==> src/rtl/scratch_pad_client_pkg.sv <==
// Shared defaults for scratch-pad clients: data/address widths, port count and
// return-buffer sizing helper.
package scratch_pad_client_pkg;

    localparam int SP_WIDTH      = 64;
    localparam int SP_ADDR_WIDTH = 12;
    localparam int SP_NUM_PORTS  = 4;
    localparam int SP_RET_DEPTH  = 4;

    // Counters must hold the value DEPTH itself, hence one bit beyond the pointer width.
    function automatic int cnt_width(input int depth);
        return $clog2(depth) + 1;
    endfunction

endpackage

==> src/rtl/scratch_pad_client_fifo.sv <==
// First-word fall-through FIFO holding read data returned by the scratch pad
// until the engine consumes it.
module scratch_pad_client_fifo #(
    parameter int WIDTH     = 64,
    parameter int DEPTH     = 4,
    parameter int CNT_WIDTH = $clog2(DEPTH) + 1
) (
    input  logic                 clk,
    input  logic                 rst,
    input  logic                 push,
    input  logic                 pop,
    input  logic [WIDTH-1:0]     din,
    output logic [WIDTH-1:0]     dout,
    output logic [CNT_WIDTH-1:0] count
);

    localparam int PTR_W = $clog2(DEPTH);
    localparam logic [CNT_WIDTH-1:0] FULL = CNT_WIDTH'(DEPTH);
    localparam logic [CNT_WIDTH-1:0] ONE  = CNT_WIDTH'(1);

    logic [WIDTH-1:0]     mem_q [DEPTH];
    logic [PTR_W-1:0]     wr_ptr_q, wr_ptr_d;
    logic [PTR_W-1:0]     rd_ptr_q, rd_ptr_d;
    logic [CNT_WIDTH-1:0] count_q, count_d;
    logic                 do_push, do_pop;

    always_comb begin
        // NOTE: every signal gets a default at the top of the block so no path leaves it unassigned (no latch).
        do_pop   = pop & (count_q != '0);
        // A full FIFO still accepts a push when the head leaves in the same cycle.
        do_push  = push & ((count_q != FULL) | do_pop);
        wr_ptr_d = wr_ptr_q + PTR_W'(do_push);
        rd_ptr_d = rd_ptr_q + PTR_W'(do_pop);
        count_d  = count_q;
        unique case ({do_push, do_pop})
            2'b10:   count_d = count_q + ONE;
            2'b01:   count_d = count_q - ONE;
            default: count_d = count_q;
        endcase
    end

    // NOTE: sequential state uses non-blocking assignments so every flop samples pre-edge values.
    always_ff @(posedge clk or posedge rst) begin
        if (rst) begin
            wr_ptr_q <= '0;
            rd_ptr_q <= '0;
            count_q  <= '0;
        end else begin
            wr_ptr_q <= wr_ptr_d;
            rd_ptr_q <= rd_ptr_d;
            count_q  <= count_d;
        end
    end

    // NOTE: storage is deliberately not reset; count_q alone decides which entries are meaningful.
    always_ff @(posedge clk) begin
        if (do_push) begin
            mem_q[wr_ptr_q] <= din;
        end
    end

    assign dout  = mem_q[rd_ptr_q];
    assign count = count_q;

endmodule

==> src/rtl/scratch_pad_client.sv <==
// Engine-side initiator for one scratch-pad port: valid/ready command channel,
// credit-limited reads and a buffered, in-order read-response channel.
module scratch_pad_client
    import scratch_pad_client_pkg::*;
#(
    parameter int WIDTH      = SP_WIDTH,
    parameter int ADDR_WIDTH = SP_ADDR_WIDTH,
    parameter int RET_DEPTH  = SP_RET_DEPTH,
    parameter int CNT_WIDTH  = cnt_width(RET_DEPTH)
) (
    input  logic                  clk,
    input  logic                  rst,
    input  logic                  cmd_valid,
    input  logic                  cmd_we,
    input  logic [ADDR_WIDTH-1:0] cmd_addr,
    input  logic [WIDTH-1:0]      cmd_data,
    output logic                  cmd_ready,
    output logic                  rsp_valid,
    output logic [WIDTH-1:0]      rsp_data,
    input  logic                  rsp_ready,
    output logic                  sp_rd_en,
    output logic                  sp_wr_en,
    output logic [ADDR_WIDTH-1:0] sp_addr,
    output logic [WIDTH-1:0]      sp_d,
    input  logic [WIDTH-1:0]      sp_q,
    input  logic                  sp_valid,
    input  logic                  sp_full,
    output logic                  sp_stall,
    output logic                  idle,
    output logic                  err
);

    localparam logic [CNT_WIDTH-1:0] FULL      = CNT_WIDTH'(RET_DEPTH);
    localparam logic [CNT_WIDTH-1:0] ONE       = CNT_WIDTH'(1);
    localparam logic [CNT_WIDTH:0]   DEPTH_SUM = (CNT_WIDTH + 1)'(RET_DEPTH);

    logic [CNT_WIDTH-1:0] outstanding_q, outstanding_d;
    logic                 err_q, err_d;
    logic [CNT_WIDTH-1:0] fifo_count;
    logic [CNT_WIDTH:0]   in_flight;
    logic                 credit_ok;
    logic                 ret, push, pop;

    // Every read either still in flight or already buffered holds one FIFO slot.
    assign in_flight = {1'b0, outstanding_q} + {1'b0, fifo_count};
    assign credit_ok = in_flight < DEPTH_SUM;

    assign sp_addr   = cmd_addr;
    assign sp_d      = cmd_data;
    assign sp_wr_en  = cmd_valid & cmd_we & ~sp_full;
    assign sp_rd_en  = cmd_valid & ~cmd_we & ~sp_full & credit_ok;
    assign cmd_ready = ~sp_full & (cmd_we | credit_ok);

    assign sp_stall  = (fifo_count == FULL);
    assign ret       = sp_valid & ~sp_stall;
    // Data arriving with nothing outstanding is unsolicited and is dropped.
    assign push      = ret & (outstanding_q != '0);
    assign rsp_valid = (fifo_count != '0);
    assign pop       = rsp_valid & rsp_ready;
    assign idle      = (outstanding_q == '0) & (fifo_count == '0);
    assign err       = err_q;

    always_comb begin
        outstanding_d = outstanding_q;
        unique case ({sp_rd_en, push})
            2'b10:   outstanding_d = outstanding_q + ONE;
            2'b01:   outstanding_d = outstanding_q - ONE;
            default: outstanding_d = outstanding_q;
        endcase
        err_d = err_q | (sp_valid & (outstanding_q == '0));
    end

    always_ff @(posedge clk or posedge rst) begin
        if (rst) begin
            outstanding_q <= '0;
            err_q         <= 1'b0;
        end else begin
            outstanding_q <= outstanding_d;
            err_q         <= err_d;
        end
    end

    scratch_pad_client_fifo #(
        .WIDTH     (WIDTH),
        .DEPTH     (RET_DEPTH),
        .CNT_WIDTH (CNT_WIDTH)
    ) u_ret_fifo (
        .clk   (clk),
        .rst   (rst),
        .push  (push),
        .pop   (pop),
        .din   (sp_q),
        .dout  (rsp_data),
        .count (fifo_count)
    );

endmodule

==> config.mk <==
export PLATFORM = sky130hd
export DESIGN_NAME = scratch_pad_client
export DESIGN_NICKNAME = d
export VERILOG_FILES = /design/src/rtl/scratch_pad_client_pkg.sv /design/src/rtl/scratch_pad_client_fifo.sv /design/src/rtl/scratch_pad_client.sv
export SDC_FILE = /design/constraint.sdc
export NUM_CORES = 1
export LEC_CHECK = 0
export BUFFER_PORTS_ARGS = -buffer_cell sky130_fd_sc_hd__buf_2
export CAP_MARGIN = 20
export CORE_ASPECT_RATIO = 0.9
export CORE_UTILIZATION = 50
export DETAILED_ROUTE_END_ITERATION = 16
export PLACE_DENSITY = 0.89
export SYNTH_ARGS = -nofsm -noshare
export SYNTH_HDL_FRONTEND = slang
export SYNTH_SLANG_ARGS = --single-unit
==> constraint.sdc <==
create_clock -name clk -period 7.4 [get_ports clk]
set_input_delay 0.74 -clock clk [delete_from_list [all_inputs] [get_ports clk]]
set_output_delay 0.74 -clock clk [all_outputs]
set_load 0.01 [all_outputs]
==> flow_summary.ini, run 1 <==
[outcome]
outcome = completed

[routing]
first_pass_iters = 4
dr.first_iter.drc_count = 261
routed_wl_mm = 19.21
num_vias = 4668
wl_per_cell_um = 22.39
vias_per_cell = 5.441
postRouteAntennaNets = 0
drc = 0

[global_routing]
use_met2 = 0.3129
use_met1 = 0.2098
busiest_layer = met2
grt_overflow_total = 0
antenna_found_initial = 2
use_met3 = 0.04142
grt_pass1_vias = 5021
grt_max_degree = 66
grt_use_total = 0.1780
grt_pass1_wl_mm = 28.74

[die]
io_pins = 294
dieArea_um2 = 21660
die_w_um = 155.0
dieHeight_um = 139.7
rows = 49
core_um2 = 20290
start_util = 0.5192

[yosys]
yosys-top-cells-area = edfxtp_1 (73%), mux4_2 (13%), buf_4 (5.4%), dfrtp_1 (2.6%), buf_12 (1.1%)
seq_area_frac_synth = 0.7557
synth_nets = 626
synth_area_um2 = 10540
ys.warnings.count = 0
syn_inst = 471
ys_seq_elements = 267
syn_avg_cell_area_um2 = 22.37
yosysUniqueCellTypes = 30
yosys.area.top_type = edfxtp_1
synth_top_area_frac = 0.7296

[timing]
finalCriticalPeriod_ns = 3.589
setup_viol = 0
tightest_slew_ns = 1.002
setup_tns_ns = 0
finClkSkew_ns = 0.01227
drv_slew = 0
setup_slack_ns = 3.811
max_freq_ghz = 0.2786
fin_crit_sh = 0.4850
rsz0062_at_grt = false
final_hold_viol_count = 0
relSlewSlack = 0.3320

[critical_path]
crit_path_max_fanout = 42
start_kind = flip-flop
critPathKind = reg -> out
cp.required_ns = 6.66
arrival_ns = 2.85
setup.worst_path.end_class = output port

[cells_and_area]
drive_gt1_frac = 0.4412
fillers = 1454
antenna_cells = 0
instances_no_fill = 858
regArea_um2 = 7968
nets = 713
multi_input_area_um2 = 1812
area_growth_pct = 11.89
fin_area_um2 = 11790

[pwr]
power.leakage_nw = 4.121
ir_drop_uv = 271.2
power_density_nw_per_um2 = 407.0
total_power_mw = 4.798

[placed_design]
portBuffers = 141
pre_cts_slack_ns = 4.240
dp_hpwl_mm = 12.22
place_inst = 810
place_area_um2 = 10940
finalWeightedCongestion = 0.7536

[clocking]
cts.sinks = 267
cts_buffers = 26
cts_tree = yes
clockBufferDepth = 3
cts_setup_buffers = 0
clk_pin_slew_ns = 0.06
cts_hold_buf = 0
cts-root-buf = clkbuf_16
clk-insertion-delay-late_ns = 0.51
cts_resized = 0
h-tree-depth = 1

[min_path]
min_path_type = in -> async

[run]
cap_violations = 0
==> metrics by stage <==
stage                 util  hold slack (ns)
finish              0.5809           0.2325
global route        0.5809           0.2628
CTS                 0.5809           0.2287
detailed placement  0.5391           0.4630
global placement    0.5391           0.4523
floorplan                -           0.4719
==> worst paths after layout <==
kind	slack [ns]	depth (start not counted)	startpoint	endpoint
worst max-delay path	3.81	3	u_ret_fifo.rd_ptr_q[0]$_DFF_PP0_	rsp_data[1]
max in group asynchronous	6.81	2	rst	u_ret_fifo.rd_ptr_q[0]$_DFF_PP0_
worst max register to register	5.13	9	outstanding_q[2]$_DFFE_PP0P_	outstanding_q[2]$_DFFE_PP0P_
min in group clk	0.44	1	sp_q[36]	u_ret_fifo.mem_q[0][36]$_DFFE_PP_
worst min register to register	0.47	1	err$_DFF_PP0_	err$_DFF_PP0_
worst min-delay path	0.23	2	rst	u_ret_fifo.count[0]$_DFFE_PP0P_
==> cell usage after synthesis, drive strengths merged <==
cell	instances
inv	12
nand3	1
ha	6
buf	90
xor2	6
mux2i	2
o31a	1
and2	1
fa	2
or3	1
a21o	1
mux4	64
nor3	2
or3b	1
and3	1
nor2	2
nor3b	3
o21ai	1
nor2b	1
nor4	1
edfxtp	256
dfrtp	11
xnor2	2
nand4	1
nand2	2
==> flip-flops by register name, summed over array words and instances, names as in the netlist <==
name                 cells
u_ret_fifo.wr_ptr_q      2
err                      1
u_ret_fifo.mem_q       256
outstanding_q            3
u_ret_fifo.rd_ptr_q      2
u_ret_fifo.count         3
==> cell type report <==
cell class | count | area share
Sequential cell | 267 | 0.6759
Multi-Input combinational cell | 102 | 0.1537
Timing Repair Buffer | 149 | 0.06495
Clock buffer | 31 | 0.05859
Tap cell | 280 | 0.02972
Clock inverter | 17 | 0.01337
Inverter | 12 | 0.003821
==> kinds of logic (layout without fill, tap and decap cells) <==
group,after synthesis,in the layout,synth area share
AOI/OAI and AO/OA,3,3,0.002019
xor gates and xnor gates,8,8,0.006650
adders and majority gates,8,8,0.01093
buffers and inverters,102,209,0.07422
DFF,267,267,0.7557
muxes,66,66,0.1401
and+or+nand+nor,17,17,0.01033
==> metal layers <==
| metal | part of all wire | wire, um |
|---|---|---|
| met1 | 0.37 | 7194 |
| met2 | 0.52 | 9957 |
| met3 | 0.066 | 1261 |
| met4 | 0.041 | 780 |
| met5 | 0.00068 | 13 |
==> cell usage in the layout, fill, tap and decap left out, drive strengths merged, types with 2 or more instances in the layout <==
cell and n:
bufinv 3, nand2 2, xor2 6, mux2i 2, nor3 2, edfxtp 256, clkinv 12, inv 12
buf 149, dfrtp 11, fa 2, mux4 64, clkbuf 31, nor2 2, xnor2 2, ha 6
clkinvlp 2, nor3b 3
==> worst max-delay path, cell delays in order, from the launching register on <==
cell	delay [ns]
dfrtp_4	0.73
buf_4	0.72
mux4_1	0.68
buf_2	0.17
==> where the power goes <==
part           internal [mW]  switching, mW
clock                  0.769          0.523
combinational          0.631          0.729
sequential              2.02          0.131
(Power assumes the default switching activity.)
==> inputs of run 2 (changes only) <==
- clock period: 7.4 -> 3.6 ns (I/O delays scaled with it)
==> run 2 against run 1 <==
  * Via count increased by 1.2%
  * Clock skew increased by 0.0079 ns
  * Critical path depth unchanged
  * Hold slack got worse by 0.18 ns
  * Die area unchanged
  * Global-route usage increased by 0.59 points
  * Cell count unchanged
  * Wire length increased by 2.8%
  * Non-clock buffer count increased by 2
  * Total power increased by 100%
  * Sequential power increased by 110%
  * Setup slack got worse by 3.1 ns
  * Critical path type unchanged
  * Largest cell class unchanged
==> flow_summary.ini, run 2 (synthesized netlist as in run 1, its figures left out) <==
[critical_path]
start_kind = flip-flop
critPathKind = reg -> out
crit_chain = buf_4, mux4_1, buf_2
setup.worst_path.end_class = output port
cp.required_ns = 3.24
cpMaxStageDelayCell = dfrtp_2
slowest_delay_ns = 1.00
crit_path_max_fanout = 38
arrival_ns = 2.53

[die]
core_um2 = 20290
io_pins = 294
dieArea_um2 = 21660
dieHeight_um = 139.7
die_w_um = 155.0
start_util = 0.5192
rows = 49

[cells_and_area]
utilization = 0.5797
area_growth_pct = 11.65
nets = 715
largest_reg_flops = 256
layout_common_cells = edfxtp_1 (256), buf_2 (141), mux4_2 (60)
top_register = u_ret_fifo.mem_q
drive_gt1_frac = 0.4360
layout_commonest_cell = edfxtp_1
antenna_cells = 0

[timing]
setup_viol = 0
finClkSkew_ns = 0.02012
max_freq_ghz = 0.3465
relSlewSlack = 0.3203
tightest_slew_ns = 1.020
final_hold_viol_count = 0
setup_tns_ns = 0
rsz0062_at_grt = false
finalCriticalPeriod_ns = 2.886
drv_slew = 0
fin_crit_sh = 0.8017

[routing]
vias_per_cell = 5.508
first_pass_iters = 4
wl_per_cell_um = 23.01
routed_wl_mm = 19.74
postRouteAntennaNets = 0
drc = 0
dr.first_iter.drc_count = 224
num_vias = 4726

[global_routing]
grt_use_total = 0.1839
grt_overflow_total = 0
grt_pass1_vias = 5083
grt_max_degree = 65
antenna_found_initial = 0
grt_pass1_wl_mm = 29.56

[clocking]
cts-root-buf = clkbuf_16
clk_pin_slew_ns = 0.06
cts_buffers = 26
cts_tree = yes
cts.sinks = 267
clockBufferDepth = 3
h-tree-depth = 1
clk-insertion-delay-late_ns = 0.53
cts_resized = 0

[pwr]
power.leakage_nw = 4.109
power_density_nw_per_um2 = 826.9
total_power_mw = 9.727
ir_drop_uv = 483.0

[placed_design]
dp_hpwl_mm = 12.24
portBuffers = 141
finalWeightedCongestion = 0.7361

[min_path]
min_path_type = in -> reg

[run]
cap_violations = 0

[outcome]
outcome = completed
[run 2: cell types whose count changed in the layout (fill, tap and decap cells not counted), sizes merged]
cell         delta
clkinvlp        -1
clkinv          +3
clkbuf          -2
buf             +1
bufinv          -2
dlygate4sd3     +1
[run 2: layout make-up]
type	count	area, um^2
Clock buffer	29	661.9
Sequential cell	267	7968
Multi-Input combinational cell	102	1831
Fill cell	1425	8529
Tap cell	280	350.3
Timing Repair Buffer	151	795.8
Inverter	12	45.04
Clock inverter	17	112.6
[run 2: through the flow]
step                cells  cell area, um^2  hold slack (ns)  setup slack, ns
detailed placement    811            10980           0.3811            1.226
floorplan             471            10570           0.2124           0.7625
global route          858            11760          0.03020           0.5839
finish                858            11760          0.05173           0.7140
CTS                   858            11760          0.03012           0.6684
global placement      811            10980           0.3703            1.239
[run 2: what timing repair did]
action | CTS | global route
buffers inserted | 0 | 0
endpoints found under the hold margin | 11 | 0
hold buffers | 1 | 0
[run 2: path summary, 6_finish.rpt]
kind	start	end	slack [ns]	cells after the start
max reg2reg	outstanding_q[2]$_DFFE_PP0P_	outstanding_q[2]$_DFFE_PP0P_	1.39	9
max in group asynchronous	rst	u_ret_fifo.rd_ptr_q[0]$_DFF_PP0_	2.86	3
min	sp_q[1]	u_ret_fifo.mem_q[0][1]$_DFFE_PP_	0.05	1
max	u_ret_fifo.rd_ptr_q[1]$_DFF_PP0_	rsp_data[1]	0.71	3
min reg2reg	err$_DFF_PP0_	err$_DFF_PP0_	0.49	1
min in group asynchronous	rst	u_ret_fifo.count[1]$_DFFE_PP0P_	0.39	3
[run 2: power by group]
group | internal, mW | switching, mW | leakage (nW) | total (mW)
combinational | 1.33 | 1.40 | 1.27 | 2.73
sequential | 4.15 | 0.402 | 2.46 | 4.55
clock | 1.39 | 1.06 | 0.379 | 2.45
[run 2: critical path: cells and delay by family (launching register included)]
family,cells,cell delay (ns)
muxes,1,0.39
buffers and inverters,2,0.61
DFF,1,1.00
[run 2: metal layers]
metal / global-route usage / vias up / wire length [um]
met5: 0 / - / 0
met4: 0.06879 / 0 / 724
met3: 0.03862 / 78 / 1267
met2: 0.3286 / 231 / 10360
met1: 0.2186 / 2414 / 7391
li1: - / 2003 / -
